===== src/rtl/dma_hif_sequencer.sv =====
// Word-granular DMA transfer sequencer in front of the AHB master (dmaHIF* request interface).
// Optional RW_HIF_SEQ_1KB_SPLIT_EN: pause the request at every 1 KB boundary until the burst completes.
module dma_hif_sequencer #(
  parameter int FIFO_DEPTH = 4,
  parameter int LEN_WIDTH  = 16
) (
  input  logic                 macPIClk,
  input  logic                 macPIClkHardRst,
  input  logic                 cmdValid,
  output logic                 cmdReady,
  input  logic [31:0]          cmdAddr,
  input  logic [LEN_WIDTH-1:0] cmdLen,
  input  logic                 cmdWrite,
  input  logic [31:0]          wrData,
  input  logic                 wrValid,
  output logic                 wrReady,
  output logic [31:0]          rdData,
  output logic                 rdValid,
  input  logic                 rdReady,
  output logic                 dmaHIFRead,
  output logic                 dmaHIFWrite,
  output logic [31:0]          dmaHIFAddressIn,
  output logic [2:0]           dmaHIFSize,
  output logic [31:0]          dmaHIFWriteDataIn,
  input  logic                 dmaHIFReady,
  input  logic [31:0]          dmaHIFReadDataOut,
  input  logic                 dmaHIFReadDataValid,
  input  logic                 dmaHIFTransComplete,
  input  logic                 dmaHIFError,
  output logic                 done,
  output logic                 doneErr
);
  localparam int PW = (FIFO_DEPTH > 1) ? $clog2(FIFO_DEPTH) : 1;
  localparam int CW = PW + 1;
  localparam logic [CW:0] DEPTH_L = (CW+1)'(FIFO_DEPTH);

  typedef enum logic [1:0] {S_IDLE, S_ISSUE, S_DRAIN, S_SPLIT} state_e;
  state_e state_q, state_d;

  logic [31:0]          addr_q, addr_d;
  logic [LEN_WIDTH-1:0] rem_q, rem_d;
  logic                 dir_wr_q, dir_wr_d;
  logic [CW-1:0]        outst_q, outst_d;
  logic                 tc_seen_q, tc_seen_d;
  logic                 done_q, done_d;
  logic                 done_err_q, done_err_d;

  logic [31:0]          mem_q [FIFO_DEPTH];
  logic [PW-1:0]        wptr_q, rptr_q;
  logic [CW-1:0]        cnt_q;

  logic                 req_wr, req_rd, beat_acc, push, pop, flush;
  logic [CW:0]          credit_used;

  assign credit_used = {1'b0, cnt_q} + {1'b0, outst_q};
  assign beat_acc    = (req_wr | req_rd) & dmaHIFReady;
  // Late read strobes after an abort have nowhere to go; only accept data while a command is live.
  assign push        = dmaHIFReadDataValid & (state_q != S_IDLE);
  assign pop         = rdReady & (cnt_q != '0);
  assign flush       = dmaHIFError & (state_q != S_IDLE);

  always_ff @(posedge macPIClk or posedge macPIClkHardRst) begin
    if (macPIClkHardRst) begin
      state_q    <= S_IDLE;
      addr_q     <= '0;
      rem_q      <= '0;
      dir_wr_q   <= 1'b0;
      outst_q    <= '0;
      tc_seen_q  <= 1'b0;
      done_q     <= 1'b0;
      done_err_q <= 1'b0;
    end else begin
      state_q    <= state_d;
      addr_q     <= addr_d;
      rem_q      <= rem_d;
      dir_wr_q   <= dir_wr_d;
      outst_q    <= outst_d;
      tc_seen_q  <= tc_seen_d;
      done_q     <= done_d;
      done_err_q <= done_err_d;
    end
  end

  always_comb begin
    state_d    = state_q;
    addr_d     = addr_q;
    rem_d      = rem_q;
    dir_wr_d   = dir_wr_q;
    tc_seen_d  = tc_seen_q;
    done_d     = 1'b0;
    done_err_d = 1'b0;
    outst_d    = outst_q;
    if (req_rd && dmaHIFReady) outst_d = outst_d + CW'(1);
    if (push)                  outst_d = outst_d - CW'(1);
    unique case (state_q)
      S_IDLE: begin
        if (cmdValid) begin
          if (cmdLen == '0) begin
            done_d = 1'b1;
          end else begin
            addr_d   = cmdAddr & ~32'h3;
            rem_d    = cmdLen;
            dir_wr_d = cmdWrite;
            state_d  = S_ISSUE;
          end
        end
      end
      S_ISSUE: begin
        if (beat_acc) begin
          addr_d = addr_q + 32'd4;
          rem_d  = rem_q - LEN_WIDTH'(1);
          if (rem_q == LEN_WIDTH'(1)) state_d = S_DRAIN;
`ifdef RW_HIF_SEQ_1KB_SPLIT_EN
          else if (addr_d[9:0] == '0) state_d = S_SPLIT;
`endif
        end
      end
      S_DRAIN, S_SPLIT: begin
        // Completion may precede the last read strobe, so remember it until credits return.
        tc_seen_d = tc_seen_q | dmaHIFTransComplete;
        if (tc_seen_d && (dir_wr_q || outst_q == '0)) begin
          tc_seen_d = 1'b0;
          if (state_q == S_DRAIN) begin
            state_d = S_IDLE;
            done_d  = 1'b1;
          end else begin
            state_d = S_ISSUE;
          end
        end
      end
      default: state_d = S_IDLE;
    endcase
    if (flush) begin
      state_d    = S_IDLE;
      tc_seen_d  = 1'b0;
      outst_d    = '0;
      done_d     = 1'b1;
      done_err_d = 1'b1;
    end
  end

  always_comb begin
    cmdReady = (state_q == S_IDLE);
    req_wr   = 1'b0;
    req_rd   = 1'b0;
    if (state_q == S_ISSUE && rem_q != '0) begin
      if (dir_wr_q) req_wr = wrValid;
      else          req_rd = (credit_used < DEPTH_L);
    end
  end

  always_ff @(posedge macPIClk or posedge macPIClkHardRst) begin
    if (macPIClkHardRst) begin
      wptr_q <= '0;
      rptr_q <= '0;
      cnt_q  <= '0;
      for (int unsigned i = 0; i < FIFO_DEPTH; i++) mem_q[i] <= '0;
    end else if (flush) begin
      wptr_q <= '0;
      rptr_q <= '0;
      cnt_q  <= '0;
    end else begin
      if (push) begin
        mem_q[wptr_q] <= dmaHIFReadDataOut;
        wptr_q        <= wptr_q + PW'(1);
      end
      if (pop) rptr_q <= rptr_q + PW'(1);
      if (push && !pop)      cnt_q <= cnt_q + CW'(1);
      else if (pop && !push) cnt_q <= cnt_q - CW'(1);
    end
  end

  fifo_no_overflow: assert property (@(posedge macPIClk) disable iff (macPIClkHardRst)
    !(push && cnt_q == CW'(FIFO_DEPTH)));

  assign wrReady           = req_wr & dmaHIFReady;
  assign dmaHIFWrite       = req_wr;
  assign dmaHIFRead        = req_rd;
  assign dmaHIFAddressIn   = addr_q;
  assign dmaHIFSize        = 3'b010;
  assign dmaHIFWriteDataIn = wrData;
  assign rdData            = mem_q[rptr_q];
  assign rdValid           = (cnt_q != '0);
  assign done              = done_q;
  assign doneErr           = done_err_q;
endmodule


===== config.mk =====
export PLATFORM = sky130hd
export DESIGN_NAME = dma_hif_sequencer
export DESIGN_NICKNAME = d
export VERILOG_FILES = /design/src/rtl/dma_hif_sequencer.sv
export SDC_FILE = /design/constraint.sdc
export NUM_CORES = 1
export LEC_CHECK = 0
export ABC_AREA = 1
export CAP_MARGIN = 10
export CORE_MARGIN = 5
export CORE_UTILIZATION = 47
export DETAILED_ROUTE_END_ITERATION = 8
export GPL_ROUTABILITY_DRIVEN = 1
export HOLD_SLACK_MARGIN = 0.08
export PLACE_DENSITY = 0.78
export SETUP_SLACK_MARGIN = 0.1
export SYNTH_ARGS = -nofsm -noshare
export SYNTH_HDL_FRONTEND = slang
export SYNTH_SLANG_ARGS = --single-unit

===== constraint.sdc =====
create_clock -name macPIClk -period 6.6 [get_ports macPIClk]
set_clock_uncertainty 0.15 [all_clocks]
set_input_delay 1.65 -clock macPIClk [delete_from_list [all_inputs] [get_ports macPIClk]]
set_output_delay 1.65 -clock macPIClk [all_outputs]
set_load 0.1 [all_outputs]

==> results.ini <==
[layout]
antenna_cells = 0
seq_area_mm2 = 0.00476
fillerInstances = 2054
drive_gt1_share_pct = 7.11
multi_input_area_mm2 = 0.00505
fin_nets = 1676
synthToLayoutAreaGrowth_pct = 19.7

[logic_synthesis]
muxShareOfSynthArea_pct = 0
ys.flop_type = dfrtp_1
synth_cells = 1450
synthArstFlopShare_pct = 100
synth_top_family_by_area = simple AND/OR/NAND/NOR gates
yosysMostFrequentCell = nand2_1
synth-compound-area-share_pct = 13.2
synth.distinct_cells = 35
synth_simple_gate_area_share_pct = 30.5
synthTopCellsByCount = 463 x nand2_1, 219 x o21ai_0, 190 x dfrtp_1
synth_xor_area_share_pct = 0.651
syn_area_mm2 = 0.0108
syn_avg_cell_area_um2 = 7.42
synth-edff-count = 0
synth-seq-cells = 190
yosysSeqAreaShare_pct = 44.2
synth-adder-area-share_pct = 2.28
yosysTopAreaCellShare_pct = 44.2
yosys_warnings = 0
synth_area_leader_cell = dfrtp_1
synthTopCellsByArea = dfrtp_1 44%, nand2_1 16%, o21ai_0 10%, nor2_1 5.7%, nand3_2 3.8%

[clock_network]
cts_setup_buffers = 0
htreeDepth = 4
clk_latency_ps = 430
cts_buffers = 17
clk_pin_slew_ps = 80
cts_hold_buf = 0
root_buffer = clkbuf_16
cts_buffer_depth = 2
cts_tree = done
cts.sinks = 190
cts.repair.resized = 0

[global_routing]
grt_pass1_vias = 9514
antenna_found_initial = 0
grtUsageTotal_pct = 21.9
grt_first_pass_wirelength_um = 47200
grt_max_degree = 140
grt_overflow = 0

[sta]
max_freq_ghz = 0.184
setup-tns-final_ps = 0
setup_violations = 0
hold_viol = 0
drv_slew = 0
min_period_ps = 5430
relSlewSlack_pct = 23.0
tightest_slew_ps = 1150
fin_crit_sh_pct = 82.3
rsz0062_at_grt = no

[run]
maxCapViolCount = 0

[placed_design]
portBuffers = 156
gp_congestion = 0.982
dp_hpwl_um = 18400

[critical_path]
critPathCaptureType = output pin
cp.required_ps = 4800
critical_path_class = reg -> out
path_max_fanout = 35
cp.arrival_ps = 3630
cp-start-kind = flip-flop

[floorplanning]
core_area_mm2 = 0.0226
die_h_um = 161
rows = 55
initial_utilization_pct = 47.7
die_area_mm2 = 0.0260
die_w_um = 161
io_pins = 228

[drt]
wl_um = 28400
avgRoutedWirePerCell_um = 15.5
routed-via-count = 9796
drt_iter0_drc = 696
drc = 0
detail_route.first_pass.iterations = 5
avgViaCountPerCell = 5.34
detail-route-antenna-nets = 0

[run_status]
status = completed

[hold_path]
hold_class = reg -> reg

==> per-stage QoR <==
step                      instance area [µm²]  instances  hold slack, ps  utilization [%]  setup WS (ps)
after global placement                  12200       1800             311             54.1           1600
final                                   12900       1833             336             57.1           1170
after global routing                    12900       1833             358             57.1            897
after CTS                               12900       1832             339             57.0           1130
after floorplan                         10800       1453             298                -           2230
after detailed placement                12200       1800             318             54.1           1620
==> cells by family after synthesis <==
logic type / after synthesis
other: 2
adder cells (fa/ha/maj): 19
flip-flops: 190
buffers and inverters: 207
AND/OR/NAND/NOR: 753
XOR/XNOR: 8
AO/OA/AOI/OAI: 271
==> metal layers <==
| layer | vias up | share of wire [%] | global-route usage (%) |
|---|---|---|---|
| li1 | 4792 | - | - |
| met5 | - | 0 | 0 |
| met4 | 0 | 1.4 | 5.54 |
| met2 | 389 | 48 | 36.5 |
| met1 | 4578 | 43 | 29.4 |
| met3 | 37 | 7.1 | 4.41 |
==> critical path, cell delays in order, from the launching register on <==
cell and delay [ps]:
dfrtp_1 370, buf_4 260, inv_1 850, o21ai_0 240
o22ai_1 280, clkdlybuf4s50_1 1190
==> registers in the layout (all words and copies together), names as in the netlist <==
name,count
dir_wr_q,1
rem_q,16
dmaHIFAddressIn,30
tc_seen_q,1
mem_q,128
cnt_q,3
wptr_q,2
done,1
outst_q,3
doneErr,1
rptr_q,2
state_q,2
==> final cells by class <==
| cell class | instances | area share (%) |
|---|---|---|
| Multi-Input combinational cell | 1056 | 39.2 |
| Sequential cell | 190 | 36.9 |
| Timing Repair Buffer | 168 | 13.0 |
| Clock buffer | 17 | 3.30 |
| Inverter | 102 | 3.00 |
| Tap cell | 285 | 2.77 |
| Clock inverter | 15 | 1.78 |
==> layout by cell type (no fill, tap or decap), types with 2 or more instances in the layout <==
cell type / n
nand3_2: 41
inv_12: 6
conb_1: 5
dfrtp_1: 189
nor3_1: 2
nand2_2: 6
buf_4: 12
nand4_1: 7
o31ai_1: 2
nand3_1: 48
o22ai_1: 33
o21bai_1: 2
nand3b_1: 13
inv_8: 3
clkinv_8: 3
or2_2: 5
o21ai_0: 219
inv_1: 101
xor2_1: 7
clkbuf_16: 17
nand2_1: 459
inv_16: 2
nor2_1: 162
nor2_2: 4
ha_1: 18
buf_12: 2
clkdlybuf4s50_1: 154
a21oi_1: 10
nor2_4: 4
==> final timing paths <==
path	depth (start not counted)	endpoint	slack, ps	startpoint
hold / removal	2	mem_q[88]$_DFFE_PP0P_	340	mem_q[88]$_DFFE_PP0P_
min in group asynchronous	3	mem_q[67]$_DFFE_PP0P_	1650	macPIClkHardRst
hold reg to reg	2	mem_q[88]$_DFFE_PP0P_	340	mem_q[88]$_DFFE_PP0P_
setup reg to reg	9	dmaHIFAddressIn[7]$_DFFE_PP0P_	3040	state_q[1]$_DFFE_PP0P_
setup / recovery	5	rdData[24]	1170	rptr_q[1]$_DFFE_PP0P_
max in group asynchronous	3	mem_q[120]$_DFFE_PP0P_	4090	macPIClkHardRst
Power is not shown: default switching activity piles up to over one toggle a cycle in this logic, so the estimate is an artifact.
